File: src/rtl/ip_call_stack_sequencer.sv
// ----------------------------------------------------------------------------
// ip_call_stack_sequencer
//
// Instruction-pointer unit with a hardware return-address stack. It takes
// branch/call/return strobes from execute-stage decode and produces the
// instruction ROM fetch address. The fetch address is combinational, so a
// redirect reaches the ROM in the same cycle it is decoded.
//
// Optional feature macro: IPSEQ_TRAP_EN
//   undefined : CALL while full overwrites the oldest entry (circular).
//               RET while empty returns to RESET_ADDR. The fault flags are
//               tied low and iClearFlags is ignored.
//   defined   : CALL while full or RET while empty redirects to TRAP_ADDR.
//               The stack is left untouched and a sticky fault flag is set.
//
// Ports
//   Clock       in   rising-edge clock for all state
//   Reset       in   synchronous active-low reset
//   iEnable     in   advance IP; when low all other controls are ignored
//   iBranch     in   taken branch, redirect to iTarget
//   iCall       in   push return address, redirect to iTarget
//   iRet        in   pop, redirect to popped address
//   iTarget     in   branch/call destination (ADDR_W)
//   iClearFlags in   clear sticky fault flags
//   oIP         out  ROM fetch address, combinational (ADDR_W)
//   oDepth      out  number of valid stack entries
//   oFull       out  oDepth == DEPTH
//   oEmpty      out  oDepth == 0
//   oOverflow   out  sticky: CALL issued while full
//   oUnderflow  out  sticky: RET issued while empty
// ----------------------------------------------------------------------------
module ip_call_stack_sequencer #(
  parameter int                 ADDR_W     = 16,
  parameter int                 DEPTH      = 8,
  parameter logic [ADDR_W-1:0]  RESET_ADDR = '0,
  parameter logic [ADDR_W-1:0]  TRAP_ADDR  = 16'hFFF0
) (
  input  logic                       Clock,
  input  logic                       Reset,
  input  logic                       iEnable,
  input  logic                       iBranch,
  input  logic                       iCall,
  input  logic                       iRet,
  input  logic [ADDR_W-1:0]          iTarget,
  input  logic                       iClearFlags,
  output logic [ADDR_W-1:0]          oIP,
  output logic [$clog2(DEPTH+1)-1:0] oDepth,
  output logic                       oFull,
  output logic                       oEmpty,
  output logic                       oOverflow,
  output logic                       oUnderflow
);

  localparam int SP_W = $clog2(DEPTH);
  localparam int D_W  = $clog2(DEPTH+1);

  logic [ADDR_W-1:0] pc_reg;
  logic [ADDR_W-1:0] stack_mem [DEPTH];
  logic [SP_W-1:0]   sp_reg;
  logic [D_W-1:0]    depth_reg;

  logic              is_full;
  logic              is_empty;
  logic [ADDR_W-1:0] top_addr;
  logic              take_ret;
  logic              take_call;
  logic              take_branch;
  logic              push_en;
  logic              pop_en;
  logic [ADDR_W-1:0] redirect_addr;
  logic [ADDR_W-1:0] ip;

  assign is_full  = (depth_reg == D_W'(DEPTH));
  assign is_empty = (depth_reg == '0);

  // Top of stack sits one below the next-free pointer. Reading the
  // registered array directly lets a RET right after a CALL see the new entry.
  assign top_addr = stack_mem[sp_reg - SP_W'(1)];

  // Priority RET > CALL > BRANCH; losing strobes have no effect at all.
  assign take_ret    = iEnable & iRet;
  assign take_call   = iEnable & iCall & ~iRet;
  assign take_branch = iEnable & iBranch & ~iRet & ~iCall;

`ifdef IPSEQ_TRAP_EN
  logic fault_ovf;
  logic fault_unf;
  logic ovf_reg;
  logic unf_reg;

  assign fault_ovf = take_call & is_full;
  assign fault_unf = take_ret & is_empty;
  assign push_en   = take_call & ~is_full;
  assign pop_en    = take_ret & ~is_empty;

  always_comb begin
    redirect_addr = pc_reg;
    if (take_ret)
      redirect_addr = is_empty ? TRAP_ADDR : top_addr;
    else if (take_call)
      redirect_addr = is_full ? TRAP_ADDR : iTarget;
    else if (take_branch)
      redirect_addr = iTarget;
  end

  // A fault in the same cycle as a clear keeps the flag set.
  always_ff @(posedge Clock) begin
    if (!Reset) begin
      ovf_reg <= 1'b0;
      unf_reg <= 1'b0;
    end else begin
      if (fault_ovf)
        ovf_reg <= 1'b1;
      else if (iEnable && iClearFlags)
        ovf_reg <= 1'b0;
      if (fault_unf)
        unf_reg <= 1'b1;
      else if (iEnable && iClearFlags)
        unf_reg <= 1'b0;
    end
  end

  assign oOverflow  = ovf_reg;
  assign oUnderflow = unf_reg;
`else
  logic unused_clear_flags;

  // A push while full lands on the oldest slot because sp_reg has wrapped
  // back onto it, giving circular overwrite.
  assign push_en = take_call;
  assign pop_en  = take_ret & ~is_empty;

  always_comb begin
    redirect_addr = pc_reg;
    if (take_ret)
      redirect_addr = is_empty ? RESET_ADDR : top_addr;
    else if (take_call || take_branch)
      redirect_addr = iTarget;
  end

  assign unused_clear_flags = iClearFlags;
  assign oOverflow  = 1'b0;
  assign oUnderflow = 1'b0;
`endif

  assign ip = !Reset ? RESET_ADDR : redirect_addr;

  always_ff @(posedge Clock) begin
    if (!Reset) begin
      pc_reg    <= RESET_ADDR + ADDR_W'(1);
      sp_reg    <= '0;
      depth_reg <= '0;
    end else if (iEnable) begin
      pc_reg <= ip + ADDR_W'(1);
      if (push_en) begin
        sp_reg <= sp_reg + SP_W'(1);
        if (!is_full)
          depth_reg <= depth_reg + D_W'(1);
      end else if (pop_en) begin
        sp_reg    <= sp_reg - SP_W'(1);
        depth_reg <= depth_reg - D_W'(1);
      end
    end
  end

  // Stack storage has no reset; the pointer and depth define validity.
  // The push value is pc_reg, the slot after the CALL's own fetch slot.
  always_ff @(posedge Clock) begin
    if (Reset && push_en)
      stack_mem[sp_reg] <= pc_reg;
  end

  assign oIP    = ip;
  assign oDepth = depth_reg;
  assign oFull  = is_full;
  assign oEmpty = is_empty;

endmodule

File: config.mk
export PLATFORM = sky130hd
export DESIGN_NAME = ip_call_stack_sequencer
export DESIGN_NICKNAME = d
export VERILOG_FILES = /design/src/rtl/ip_call_stack_sequencer.sv
export SDC_FILE = /design/constraint.sdc
export NUM_CORES = 1
export LEC_CHECK = 0
export CORE_MARGIN = 3
export CORE_UTILIZATION = 59
export DETAILED_ROUTE_END_ITERATION = 6
export GPL_TIMING_DRIVEN = 0
export PLACE_DENSITY = 0.8
export SYNTH_ARGS = -nofsm -noshare
export SYNTH_HDL_FRONTEND = slang
export SYNTH_SLANG_ARGS = --single-unit
File: constraint.sdc
create_clock -name Clock -period 4.11 [get_ports Clock]
set_input_delay 1.233 -clock Clock [delete_from_list [all_inputs] [get_ports Clock]]
set_output_delay 1.233 -clock Clock [all_outputs]
set_load 0.05 [all_outputs]
==> metrics.cfg <==
[synthesis]
synth_cells=472
synth.largest_area_cell=edfxtp_1
syn_avg_cell_area_sq_um=14.5
ys_warn_count=0
synth_ff_type=edfxtp_1
syn_area_sq_mm=0.00686
synth_edf_count=128
ys_seq_elements=151
seq_area_frac_synth_pct=62.8
synth_area_leaders=edfxtp_1 (56%), dfxtp_1 (6.7%), mux4_2 (3.9%)
synth_top_area_share_pct=56.1
synth_cell_types=68
async_flop_share_pct=0

[min_path]
min_to=sp_reg[1]$_SDFFE_PN0P_
holdCritStartpoint=sp_reg[1]$_SDFFE_PN0P_
worstHoldPathCells=2
worstHoldPathType=reg -> reg

[cts]
post_cts_hold_buffer_count=0
clk_path_buf_depth=2
cts_tree=done
numClockSinks=151
htree_levels=4
cts_made_buffers=17
insertion_delay_ps=430
cts-root-buf=clkbuf_16
path_clk_slew_ps=60

[critical_path]
required_ps=2880
worst_ep_arrival_time_ps=2860
end_kind=output pin
critical_path_class=in -> out
rrSetupSlack_ps=330
worstPathCellList=dlygate4sd2_1 > or2_1 > o21ai_4 > buf_6 > a22oi_1 > o21ai_4 > and2_1 > buf_4
r2r-end=pc_reg[12]$_SDFFE_PN0P_
cpMaxStageDelayCell=or2_1
r2r_start=sp_reg[0]$_SDFFE_PN0P_
reg2regPathDepth=15
cp_max_fo=10
path_delay_family=buffers and inverters
path_buf_inv=3
crit_top_cell=o21ai_4
critPathMaxStageDelay_ps=280
cp-start-kind=input port

[outcome]
run_status=completed

[placed_design]
dp.cells=663
post-place-ws_ps=-1210
routabilityCongestion=0.838
place.port_buffers=41
placed_cell_area_sq_mm=0.00762
dp_hpwl_mm=11.4

[power_and_ir_drop]
vdd_drop_max_mv=0.362
power.leakage_nw=2.92
cellPowerDensity_mw_per_mm2=549
totalPowerFinal_mw=4.67

[sta]
clock.fmax_ghz=0.244
setup_tns_ps=0
worstMarginPinSlew_ps=959
fin_skew_ps=5.24
rsz0062_at_grt=true
finalCriticalPeriod_ps=4090
finalHoldViolCount=0
slew_viol_final=0
layout_setup_ws_ps=17.8
slew_headroom_pct=35.7
fin_crit_sh_pct=99.6
setup_viol=0

[cells_and_area]
nFillCells=621
area_delta_synth_final_pct=24.1
n_antenna_cell=0
drive_above_1_share_pct=33.1
fin_nets=590
mostFrequentLayoutCell=edfxtp_1
final_area_sq_mm=0.00851
final_cell_mix=edfxtp_1 (128), buf_4 (32), nand2_1 (30)
finalNonFillerCells=714
largest_reg_flops=128

[floorplan]
core_area_sq_mm=0.0111
rows=38
io_pins=47
start_util_pct=61.9
die_h_um=114
chipWidth_um=114
die_area_sq_mm=0.0130

[global_route]
antenna_found_initial=0
grt_max_degree=17
grt_overflow=0
grt_pass1_vias=4950
grt_pass1_wl_mm=28.0
grt_usage_pct=29.5

[routing]
totalWireLength_mm=18.6
wire_per_inst_um=26.0
drt_pass1_iterations=6
drt_iter0_drc=600
num_vias=4782
vias_per_cell=6.70
drc=0
postRouteAntennaNets=0

[job]
maxCapViolations=0

worst register-to-register path, delay by kind of cell, from the launching register on:
kind	cells	cell delay (ps)
buffers and inverters	3	490
multiplexers	1	140
AO/OA/AOI/OAI	5	1080
XOR/XNOR	1	160
flip-flops	1	380
adder cells (fa/ha/maj)	2	510
AND/OR/NAND/NOR	3	900
through the flow:
stage                     hold WS (ps)  util, %
after global routing               553     76.8
after floorplan                    514        -
after global placement             536     67.4
after CTS                          540     76.1
after detailed placement           580     68.8
final                              538     76.8
power breakdown:
group | internal [mW] | switching (mW) | total (mW)
Clock | 0.861 | 0.632 | 1.49
Combinational | 0.570 | 0.823 | 1.39
Sequential | 1.72 | 0.0674 | 1.78
final cells by class:
cell class / count / area [sq um] / area share [%]
inverters: 10 / 37.5 / 0.441
repair buffers: 70 / 692 / 8.13
flip-flops and latches: 151 / 4310 / 50.7
multi-input cells: 285 / 2500 / 29.4
plain buffers: 26 / 226 / 2.66
well taps: 140 / 175 / 2.06
clock inverters: 12 / 104 / 1.22
clock buffers: 20 / 457 / 5.37
per-layer routing:
layer | share of wire, % | track usage (%) | vias to the layer above
met3 | 9.8 | 7.32 | 90
met1 | 37 | 37.3 | 2311
met5 | 0 | 0 | -
met2 | 49 | 48.0 | 382
li1 | - | - | 1999
met4 | 4.5 | 14.6 | 0
worst max-delay path by stage:
stage / start / endpoint / slack (ps) / cells after the start
2_1_floorplan: iEnable / oIP[5] / 20 / 8
3_3_place_gp: iRet / stack_mem[1][0]$_DFFE_PP_ / -1330 / 6
5_1_grt: iRet / oIP[1] / -30 / 9
3_5_place_dp: iRet / oIP[6] / -1210 / 6
4_1_cts: sp_reg[0]$_SDFFE_PN0P_ / oIP[2] / -30 / 9
6_report: iCall / oIP[4] / 20 / 8
Yosys cell counts, types with 5 or more instances:
cell and count:
edfxtp_1 128, nand2_1 33, nor2_1 31, mux2i_1 25, dfxtp_1 23, mux2_2 20
mux4_2 12, a21oi_1 11, a22oi_1 11, buf_2 11, o22ai_1 11, xnor2_1 11
and2_1 9, nand3_1 9, inv_1 8, a221o_1 7, clkbuf_1 7, nor2b_1 6
nor3_1 6, o21ai_0 6, o21ai_1 6, a211oi_1 5, buf_4 5, ha_1 5
repair_timing:
item | CTS | global route
setup endpoints to repair | 21 | 15
gates cloned | 1 | 0
hold endpoints to repair | 0 | 0
pin swaps | 13 | 7
setup buffers | 15 | 4
gates resized for setup | 153 | 20
logic make-up (layout without fill, tap and decap cells):
family / Yosys count / count (layout) / synth area share (%)
flops: 151 / 151 / 62.8
simple gates: 119 / 119 / 9.56
compound gates: 83 / 83 / 9.80
mux: 60 / 60 / 11.6
buf+inv: 37 / 138 / 2.83
xor+xnor: 15 / 15 / 2.19
fa+ha+maj: 6 / 6 / 1.20
other cells: 1 / 2 / 0.0547
(Power assumes the default switching activity.)
